==> config.mk <==
export PLATFORM = sky130hd
export DESIGN_NAME = seg7_anim_scheduler
export DESIGN_NICKNAME = d
export VERILOG_FILES = /design/src/rtl/seg7_anim_pkg.sv /design/src/rtl/frame_tick_gen.sv /design/src/rtl/seg7_anim_scheduler.sv
export SDC_FILE = /design/constraint.sdc
export NUM_CORES = 1
export LEC_CHECK = 0
export CAP_MARGIN = 20
export CORE_MARGIN = 2
export CORE_UTILIZATION = 50
export CTS_BUF_LIST = sky130_fd_sc_hd__clkbuf_4 sky130_fd_sc_hd__clkbuf_8
export DETAILED_ROUTE_END_ITERATION = 10
export PLACE_DENSITY = 0.83
export SYNTH_ARGS = -nofsm -noshare
export SYNTH_HDL_FRONTEND = slang
export SYNTH_SLANG_ARGS = --single-unit
==> constraint.sdc <==
create_clock -name clk -period 4.1 [get_ports clk]
set_input_delay 0.82 -clock clk [delete_from_list [all_inputs] [get_ports clk]]
set_output_delay 0.82 -clock clk [all_outputs]
set_load 0.005 [all_outputs]
==> src/rtl/seg7_anim_pkg.sv <==
// Shared types and default timing constants for the seg7 animation playback path.
//
// Contents:
//   sched_state_e  - playback FSM state; bit 1 = auto mode, bit 0 = paused
//   ANI_MAX        - highest animation index
//   PERIOD_*       - frame period defaults in clk cycles
package seg7_anim_pkg;

    // The encoding is load-bearing: mode and pause toggles are applied by XOR-ing
    // the button pulses onto these two bits.
    typedef enum logic [1:0] {
        MAN_RUN    = 2'b00,
        MAN_PAUSE  = 2'b01,
        AUTO_RUN   = 2'b10,
        AUTO_PAUSE = 2'b11
    } sched_state_e;

    localparam int unsigned ANI_MAX     = 33;
    localparam int unsigned PERIOD_RST  = 10_000_000;
    localparam int unsigned PERIOD_MIN  = 1_000_000;
    localparam int unsigned PERIOD_MAX  = 19_000_000;
    localparam int unsigned PERIOD_STEP = 1_000_000;

endpackage

==> src/rtl/frame_tick_gen.sv <==
// Frame period timer: holds the adjustable frame period and a free-running
// counter, and emits an advance strobe once per period while running.
//
// Ports:
//   clk, rst_n  - clock, asynchronous active-low reset
//   ena         - global enable; low freezes period and counter, strobe forced low
//   run         - count only while high (playback not paused)
//   slower      - pulse: period += PERIOD_STEP if the result stays <= PERIOD_MAX
//   faster      - pulse: period -= PERIOD_STEP if the result stays >= PERIOD_MIN
//   clear       - restart the period (counter to 0), wins over counting
//   strobe      - combinational advance strobe, high when the period elapses
module frame_tick_gen #(
    parameter int unsigned CNT_BIT     = 25,
    parameter int unsigned PERIOD_RST  = seg7_anim_pkg::PERIOD_RST,
    parameter int unsigned PERIOD_MIN  = seg7_anim_pkg::PERIOD_MIN,
    parameter int unsigned PERIOD_MAX  = seg7_anim_pkg::PERIOD_MAX,
    parameter int unsigned PERIOD_STEP = seg7_anim_pkg::PERIOD_STEP
) (
    input  logic clk,
    input  logic rst_n,
    input  logic ena,
    input  logic run,
    input  logic slower,
    input  logic faster,
    input  logic clear,
    output logic strobe
);
    import seg7_anim_pkg::*;

    localparam int unsigned WideBit = CNT_BIT + 1;

    // Period arithmetic is done one bit wider so the +STEP sum cannot wrap.
    localparam logic [CNT_BIT:0]   StepW = WideBit'(PERIOD_STEP);
    localparam logic [CNT_BIT:0]   MinW  = WideBit'(PERIOD_MIN);
    localparam logic [CNT_BIT:0]   MaxW  = WideBit'(PERIOD_MAX);
    localparam logic [CNT_BIT:0]   OneW  = WideBit'(1);
    localparam logic [CNT_BIT-1:0] RstV  = CNT_BIT'(PERIOD_RST);

    logic [CNT_BIT-1:0] period_q, period_d;
    logic [CNT_BIT-1:0] counter_q, counter_d;
    logic [CNT_BIT:0]   period_w, period_up;
    logic               at_end;

    always_comb begin
        period_w  = {1'b0, period_q};
        period_up = period_w + StepW;
        period_d  = period_q;
        // Simultaneous slower+faster cancel out.
        if (slower && !faster && (period_up <= MaxW)) begin
            period_d = period_up[CNT_BIT-1:0];
        end else if (faster && !slower && (period_w >= MinW + StepW)) begin
            period_d = period_q - StepW[CNT_BIT-1:0];
        end

        // >= rather than == so a period shrunk below the current count fires at once.
        at_end = ({1'b0, counter_q} >= (period_w - OneW));
        strobe = ena && run && at_end;

        counter_d = counter_q;
        if (clear) begin
            counter_d = '0;
        end else if (run) begin
            counter_d = at_end ? '0 : counter_q + 1'b1;
        end
    end

    always_ff @(posedge clk or negedge rst_n) begin
        if (!rst_n) begin
            period_q  <= RstV;
            counter_q <= '0;
        end else if (ena) begin
            period_q  <= period_d;
            counter_q <= counter_d;
        end
    end

endmodule

==> src/rtl/seg7_anim_scheduler.sv <==
// Playback controller for the seven-segment animation datapath. Owns the
// playback FSM (manual/auto x run/pause), frame index, loop counter and
// animation index; the frame period timer lives in frame_tick_gen.
//
// Build option: define SCHED_PINGPONG_EN to make auto advance bounce between
// 0 and ANI_MAX instead of wrapping; manual select always wraps.
//
// Ports:
//   clk, rst_n   - clock, asynchronous active-low reset
//   ena          - global enable; low freezes all state and ignores pulses
//   btn_next     - pulse: animation + 1 (wraps ANI_MAX -> 0)
//   btn_prev     - pulse: animation - 1 (wraps 0 -> ANI_MAX)
//   btn_slower   - pulse: lengthen frame period
//   btn_faster   - pulse: shorten frame period
//   btn_mode     - pulse: toggle manual/auto
//   btn_pause    - pulse: toggle run/pause
//   frame_limit  - last valid frame index of the current animation
//   animation    - current animation index
//   frame        - current frame index
//   frame_tick   - one-cycle pulse alongside each new frame value
//   auto_mode    - high in auto states
//   paused       - high in pause states
module seg7_anim_scheduler #(
    parameter int unsigned ANI_BIT       = 6,
    parameter int unsigned ANI_MAX       = seg7_anim_pkg::ANI_MAX,
    parameter int unsigned CNT_BIT       = 25,
    parameter int unsigned PERIOD_RST    = seg7_anim_pkg::PERIOD_RST,
    parameter int unsigned PERIOD_MIN    = seg7_anim_pkg::PERIOD_MIN,
    parameter int unsigned PERIOD_MAX    = seg7_anim_pkg::PERIOD_MAX,
    parameter int unsigned PERIOD_STEP   = seg7_anim_pkg::PERIOD_STEP,
    parameter int unsigned LOOPS_PER_ANI = 4
) (
    input  logic               clk,
    input  logic               rst_n,
    input  logic               ena,
    input  logic               btn_next,
    input  logic               btn_prev,
    input  logic               btn_slower,
    input  logic               btn_faster,
    input  logic               btn_mode,
    input  logic               btn_pause,
    input  logic [ANI_BIT-1:0] frame_limit,
    output logic [ANI_BIT-1:0] animation,
    output logic [ANI_BIT-1:0] frame,
    output logic               frame_tick,
    output logic               auto_mode,
    output logic               paused
);
    import seg7_anim_pkg::*;

    localparam int unsigned LoopBit = (LOOPS_PER_ANI > 1) ? $clog2(LOOPS_PER_ANI) : 1;
    localparam logic [LoopBit-1:0] LoopLast = LoopBit'(LOOPS_PER_ANI - 1);
    localparam logic [ANI_BIT-1:0] AniMax   = ANI_BIT'(ANI_MAX);
    localparam logic [ANI_BIT-1:0] AniOne   = ANI_BIT'(1);

    sched_state_e       state_q, state_d;
    logic [ANI_BIT-1:0] ani_q, ani_d, ani_auto;
    logic [ANI_BIT-1:0] frame_q, frame_d;
    logic [LoopBit-1:0] loop_q, loop_d;
    logic               frame_tick_q, auto_mode_q, paused_q;
    logic               auto_d, paused_d;
    logic               is_auto, is_run, mode_p, pause_p, next_p, prev_p;
    logic               enter_auto, strobe, wrap, auto_step, manual_sel, ani_change;

    // Pulses are ignored while disabled.
    assign mode_p  = ena && btn_mode;
    assign pause_p = ena && btn_pause;
    assign next_p  = ena && btn_next && !btn_prev;
    assign prev_p  = ena && btn_prev && !btn_next;

    assign is_auto = (state_q == AUTO_RUN) || (state_q == AUTO_PAUSE);
    assign is_run  = (state_q == MAN_RUN) || (state_q == AUTO_RUN);

    frame_tick_gen #(
        .CNT_BIT     (CNT_BIT),
        .PERIOD_RST  (PERIOD_RST),
        .PERIOD_MIN  (PERIOD_MIN),
        .PERIOD_MAX  (PERIOD_MAX),
        .PERIOD_STEP (PERIOD_STEP)
    ) u_frame_tick_gen (
        .clk    (clk),
        .rst_n  (rst_n),
        .ena    (ena),
        .run    (is_run),
        .slower (btn_slower),
        .faster (btn_faster),
        .clear  (ani_change),
        .strobe (strobe)
    );

    // FSM next state: the two toggles map directly onto the two state bits.
    always_comb begin
        state_d    = sched_state_e'(state_q ^ {mode_p, pause_p});
        enter_auto = mode_p && !is_auto;
        auto_d     = (state_d == AUTO_RUN) || (state_d == AUTO_PAUSE);
        paused_d   = (state_d == MAN_PAUSE) || (state_d == AUTO_PAUSE);
    end

`ifdef SCHED_PINGPONG_EN
    logic dir_q, dir_d, dir_auto;  // 0 = counting up, 1 = counting down

    always_comb begin
        dir_auto = dir_q;
        if (!dir_q) begin
            if (ani_q >= AniMax) begin
                ani_auto = AniMax - AniOne;
                dir_auto = 1'b1;
            end else begin
                ani_auto = ani_q + AniOne;
                dir_auto = (ani_auto == AniMax);
            end
        end else begin
            if (ani_q == '0) begin
                ani_auto = AniOne;
                dir_auto = 1'b0;
            end else begin
                ani_auto = ani_q - AniOne;
                dir_auto = (ani_auto != '0);
            end
        end
        dir_d = (auto_step && !manual_sel) ? dir_auto : dir_q;
    end

    always_ff @(posedge clk or negedge rst_n) begin
        if (!rst_n) begin
            dir_q <= 1'b0;
        end else if (ena) begin
            dir_q <= dir_d;
        end
    end
`else
    always_comb begin
        ani_auto = (ani_q >= AniMax) ? '0 : ani_q + AniOne;
    end
`endif

    // Frame, loop and animation select. Manual select overrides an auto step.
    always_comb begin
        wrap       = strobe && (frame_q >= frame_limit);
        auto_step  = is_auto && wrap && (loop_q == LoopLast);
        manual_sel = next_p || prev_p;
        ani_change = manual_sel || auto_step;

        ani_d = ani_q;
        if (next_p) begin
            ani_d = (ani_q >= AniMax) ? '0 : ani_q + AniOne;
        end else if (prev_p) begin
            ani_d = (ani_q == '0) ? AniMax : ani_q - AniOne;
        end else if (auto_step) begin
            ani_d = ani_auto;
        end

        frame_d = frame_q;
        if (ani_change) begin
            frame_d = '0;
        end else if (strobe) begin
            frame_d = wrap ? '0 : frame_q + AniOne;
        end

        loop_d = loop_q;
        if (ani_change || enter_auto) begin
            loop_d = '0;
        end else if (wrap) begin
            loop_d = loop_q + 1'b1;
        end
    end

    always_ff @(posedge clk or negedge rst_n) begin
        if (!rst_n) begin
            state_q <= MAN_RUN;
            ani_q   <= '0;
            frame_q <= '0;
            loop_q  <= '0;
        end else if (ena) begin
            state_q <= state_d;
            ani_q   <= ani_d;
            frame_q <= frame_d;
            loop_q  <= loop_d;
        end
    end

    // Status outputs; strobe is already low while disabled, so frame_tick drops too.
    always_ff @(posedge clk or negedge rst_n) begin
        if (!rst_n) begin
            frame_tick_q <= 1'b0;
            auto_mode_q  <= 1'b0;
            paused_q     <= 1'b0;
        end else begin
            frame_tick_q <= strobe;
            auto_mode_q  <= auto_d;
            paused_q     <= paused_d;
        end
    end

    assign animation  = ani_q;
    assign frame      = frame_q;
    assign frame_tick = frame_tick_q;
    assign auto_mode  = auto_mode_q;
    assign paused     = paused_q;

endmodule

==> results of run 1 <==
==> worst max path at each step <==
stage / endpoint
3_5_place_dp: frame[5]
4_1_cts: u_frame_tick_gen.counter_q[5]
2_1_floorplan: animation[0]
5_1_grt: u_frame_tick_gen.counter_q[5]
6_report: frame[5]
3_3_place_gp: frame[5]
==> cell type report <==
class	instances	area [sq um]	area share, %
clock buffers	10	137.6	2.272
clock inverters	6	92.59	1.528
inverters	17	66.31	1.095
multi-input cells	514	3441	56.79
flip-flops and latches	63	1587	26.19
well taps	136	170.2	2.809
repair buffers	66	564.3	9.314
==> metal layers <==
layer | track usage, % | vias to the layer above | wire length, microns
li1 | - | 2398 | -
met1 | 35.29 | 2449 | 5992
met2 | 40.51 | 211 | 6595
met3 | 3.154 | 32 | 1008
met4 | 9.023 | 0 | 217
met5 | 0 | - | 0
==> Yosys cell counts (all sizes together) (4+ instances only) <==
library cell,number
nor2,54
nand3b,9
a31oi,6
and3,11
inv,17
nor4,6
a21oi,42
nand3,29
nand2,60
a22oi,5
buf,15
and2,10
nor3,17
ha,35
o31ai,12
dfstp,8
and4,5
nand4,6
xor2,18
or3,10
dfrtp,55
a21o,11
nand2b,10
xnor2,19
mux2,4
o22ai,7
o21ai,53
nor2b,13
mux2i,5
or4,4
clkbuf,21
==> power breakdown <==
part	leakage, nW	total (mW)	switching (mW)	internal [mW]
sequential	0.807	1.01	0.210	0.800
clock	0.109	0.647	0.285	0.362
combinational	1.59	1.80	1.02	0.782
==> logic make-up (layout without fill, tap and decap cells) <==
family,count (synthesis),after routing,synth area share (%)
buf+inv,53,99,4.703
fa+ha+maj,35,35,8.442
compound gates,179,179,22.67
xor+xnor,37,37,6.247
mux,9,9,2.050
flops,63,63,30.58
simple gates,254,254,25.30
==> state kept, by name, summed over array words and instances (netlist names) <==
signal / cells
animation: 6
state_q: 2
frame_tick: 1
auto_mode: 1
u_frame_tick_gen.period_q: 19
paused: 1
u_frame_tick_gen.counter_q: 25
frame: 6
loop_q: 2
==> repair_timing <==
action,4_1_cts,5_1_grt
pin swaps,2,2
gates cloned,0,1
hold buffers,0,0
gates resized for setup,2,24
endpoints found under the setup margin,13,33
buffers inserted,4,1
==> impl_results.html, run 1 <==
<table>
<tr><th>Metric</th><th>Value</th></tr>
<tr><th colspan="2">Outcome</th></tr>
<tr><td>Run status</td><td>finished, final reports clean</td></tr>
<tr><th colspan="2">Power</th></tr>
<tr><td>IR drop worst, VDD</td><td>about 0.27 mV</td></tr>
<tr><td>Pleak</td><td>2.507 nW</td></tr>
<tr><td>Ratio of total power to cell area</td><td>~570 mW/mm^2</td></tr>
<tr><td>Design Power</td><td>between 3 and 4 mW</td></tr>
<tr><th colspan="2">Floorplan</th></tr>
<tr><td>Die area</td><td>between 0.01 and 0.015 sq mm</td></tr>
<tr><td>Number of placement rows</td><td>37</td></tr>
<tr><td>Num ports</td><td>30</td></tr>
<tr><td>Initial core utilization</td><td>approximately half</td></tr>
<tr><td>Chip height</td><td>about 110 microns</td></tr>
<tr><td>Core area</td><td>between 0.01 and 0.015 sq mm</td></tr>
<tr><td>Die width</td><td>105.9 microns</td></tr>
<tr><th colspan="2">Timing</th></tr>
<tr><td>Final Slew Violations</td><td>0</td></tr>
<tr><td>Total negative slack for setup checks</td><td>0 ns</td></tr>
<tr><td>Final setup slack of the worst path</td><td>~0.18 ns</td></tr>
<tr><td>RSZ-0062 raised after global routing</td><td>true</td></tr>
<tr><td>Tightest slew margin relative to the limit</td><td>approximately a third</td></tr>
<tr><td>Max Fclk</td><td>0.2548 GHz</td></tr>
<tr><td>Actual slew at the worst max-slew pin</td><td>0.9779 ns</td></tr>
<tr><td>Period Utilization, post-route</td><td>about 96%</td></tr>
<tr><td>Final Setup Violations</td><td>0</td></tr>
<tr><td>Final critical delay including setup and external delays</td><td>3.925 ns</td></tr>
<tr><td>Min Hold Slack</td><td>between 0.5 and 0.6 ns</td></tr>
<tr><td>Final Hold Violating Endpoints</td><td>0</td></tr>
<tr><td>Worst clock skew on the final layout</td><td>approximately 0.018 ns</td></tr>
<tr><th colspan="2">Cells and area</th></tr>
<tr><td>Proportion of layout cells with a drive suffix above 1</td><td>between 10% and 20%</td></tr>
<tr><td>Highest-count cells in the layout ignoring fill and taps</td><td>57 x nand2_1, 55 x dfrtp_1, 50 x o21ai_0</td></tr>
<tr><td>Non-filler cells in the finished layout</td><td>between 800 and 900</td></tr>
<tr><td>Diodes inserted</td><td>0</td></tr>
<tr><td>Commonest non-fill, non-tap cell in the layout</td><td>nand2_1</td></tr>
<tr><td>End-of-flow core utilization</td><td>approximately three fifths</td></tr>
<tr><td>Synth-to-layout area growth</td><td>16.79%</td></tr>
<tr><td>Final nets</td><td>721</td></tr>
<tr><td>Design Area, Final</td><td>between 0.006 and 0.007 sq mm</td></tr>
<tr><td>Filler cell count in the final layout</td><td>just under 900</td></tr>
<tr><th colspan="2">Yosys</th></tr>
<tr><td>Top cells by area, synth</td><td>dfrtp_1 27%, ha_1 8.4%, o21ai_0 5.0%</td></tr>
<tr><td>Cell type contributing the most total cell area after synthesis</td><td>dfrtp_1</td></tr>
<tr><td>Synthesized flop and latch total</td><td>63</td></tr>
<tr><td>Number of warning messages in the yosys log</td><td>0</td></tr>
<tr><td>Count of mapped cells out of synthesis</td><td>630</td></tr>
<tr><td>Synthesized area per cell</td><td>around 8 sq um</td></tr>
<tr><td>Part of the Yosys area used for sequential elements</td><td>30.58%</td></tr>
<tr><td>Distinct cell type count after synthesis</td><td>72</td></tr>
<tr><td>Fraction of synthesized cell area taken by the top area cell type</td><td>about a quarter</td></tr>
<tr><td>Post-Syn Nets</td><td>680</td></tr>
<tr><td>Netlist Area Pre-Place</td><td>a little over 0.005 sq mm</td></tr>
<tr><td>Count of flip-flops with a built-in enable after synthesis</td><td>0</td></tr>
<tr><td>Most used DFF post-synth</td><td>dfrtp_1</td></tr>
<tr><td>Share of async-settable or async-resettable flops after synthesis</td><td>100.0%</td></tr>
<tr><th colspan="2">Global route</th></tr>
<tr><td>Wire length of the first global-routing pass</td><td>~23 mm</td></tr>
<tr><td>Total global-route track usage</td><td>25.31%</td></tr>
<tr><td>Pin count of the biggest net entering global routing</td><td>44</td></tr>
<tr><td>Number of global-route vias before repair</td><td>approximately 4800</td></tr>
<tr><td>Initial antenna violation count</td><td>0</td></tr>
<tr><td>Remaining Overflow, GRT</td><td>0</td></tr>
<tr><th colspan="2">Detailed routing</th></tr>
<tr><td>Number of search-and-repair iterations in the first detailed-routing pass</td><td>5</td></tr>
<tr><td>Number of DRC violations after detailed routing</td><td>0</td></tr>
<tr><td>Drt wl/cell</td><td>roughly 17 microns</td></tr>
<tr><td>Vias per std cell</td><td>6.268</td></tr>
<tr><td>Total via count after detailed routing</td><td>slightly above 5000</td></tr>
<tr><td>Drt initial violations</td><td>421</td></tr>
<tr><td>Routed WL</td><td>approximately 14 mm</td></tr>
<tr><td>ANT nets after route</td><td>0</td></tr>
<tr><th colspan="2">Setup path</th></tr>
<tr><td>Ordered list of cells on the worst path</td><td>inv_1 &gt; ha_1 &gt; nand2b_1 &gt; nand2b_1 &gt; or3_4 &gt; nor2_4 &gt; nand2_1 &gt; xor2_1 &gt; ha_1 &gt; and4_1 &gt; nand4_1 &gt; o21bai_1 &gt; a211oi_2 &gt; nor2_4 &gt; nand2_4 &gt; inv_4 &gt; nand2_1 &gt; or4_1 &gt; a21oi_2</td></tr>
<tr><td>Critical path depth in cells</td><td>19</td></tr>
<tr><td>R2R cell count</td><td>19</td></tr>
<tr><td>Cell class contributing the biggest share of worst-path delay</td><td>simple AND/OR/NAND/NOR gates</td></tr>
<tr><td>Startpoint class of the critical path</td><td>register</td></tr>
<tr><td>Largest fanout of any net on the critical path</td><td>8</td></tr>
<tr><td>Crit path DAT</td><td>between 4 and 5 ns</td></tr>
<tr><td>Critical R2R Launch</td><td>u_frame_tick_gen.period_q[6]</td></tr>
<tr><td>Type of the setup path with the least slack</td><td>register to register</td></tr>
<tr><td>Critical Path Slowest Stage Cell</td><td>or4_1</td></tr>
<tr><td>Register-to-Register Setup Slack</td><td>0.18 ns</td></tr>
<tr><td>Endpoint type of the worst setup path</td><td>register</td></tr>
<tr><td>Destination of the worst register-to-register timing path</td><td>frame[5]</td></tr>
<tr><td>Largest stage delay on the critical path</td><td>approximately 0.54 ns</td></tr>
<tr><td>Start point of the critical path</td><td>u_frame_tick_gen.period_q[6]</td></tr>
<tr><td>Required arrival time at the worst endpoint</td><td>around 4.4 ns</td></tr>
<tr><td>Buffer and inverter count on the worst path</td><td>2</td></tr>
<tr><th colspan="2">Flow run</th></tr>
<tr><td>Max-cap violations</td><td>0</td></tr>
<tr><th colspan="2">Placement</th></tr>
<tr><td>Worst slack at placement</td><td>-0.1915 ns</td></tr>
<tr><td>Post-Place Cells</td><td>between 700 and 800</td></tr>
<tr><td>Post-DP Area</td><td>roughly 0.0057 sq mm</td></tr>
<tr><td>Global placement routability congestion</td><td>between 0.9 and 1</td></tr>
<tr><td>Port Buffers</td><td>29</td></tr>
<tr><td>HPWL reported at the end of detailed placement</td><td>~9.8 mm</td></tr>
<tr><th colspan="2">Clocking</th></tr>
<tr><td>Total clock buffers created by CTS</td><td>9</td></tr>
<tr><td>Number of clock sinks</td><td>63</td></tr>
<tr><td>Maximum buffer depth of the clock tree</td><td>2</td></tr>
<tr><td>Number of levels in the clock H-tree</td><td>3</td></tr>
<tr><td>Clock tree from TritonCTS</td><td>built</td></tr>
<tr><td>Clock root buffer</td><td>clkbuf_8</td></tr>
<tr><td>Clock transition at the register clock pins on the worst setup and hold paths after CTS</td><td>0.08 ns</td></tr>
<tr><td>Latest clock arrival within the worst-skew pair</td><td>between 0.3 and 0.4 ns</td></tr>
<tr><th colspan="2">Min path</th></tr>
<tr><td>Source of the worst hold timing path</td><td>animation[4]</td></tr>
<tr><td>Endpoint with the worst hold slack</td><td>animation[4]</td></tr>
<tr><td>Type of the most critical hold path</td><td>register to register</td></tr>
<tr><td>Number of cells on the worst hold path</td><td>1</td></tr>
</table>
No activity file was read; power rests on OpenSTA's default activity.
==> inputs of run 2 (changes only) <==
--- a/config.mk
+++ b/config.mk
@@ -5,7 +5,6 @@
 export SDC_FILE = /design/constraint.sdc
 export NUM_CORES = 1
 export LEC_CHECK = 0
-export CAP_MARGIN = 20
 export CORE_MARGIN = 2
 export CORE_UTILIZATION = 50
 export CTS_BUF_LIST = sky130_fd_sc_hd__clkbuf_4 sky130_fd_sc_hd__clkbuf_8
==> results of run 2 <==
No change in the layout: final DEF, timing and power equal those of run 1.
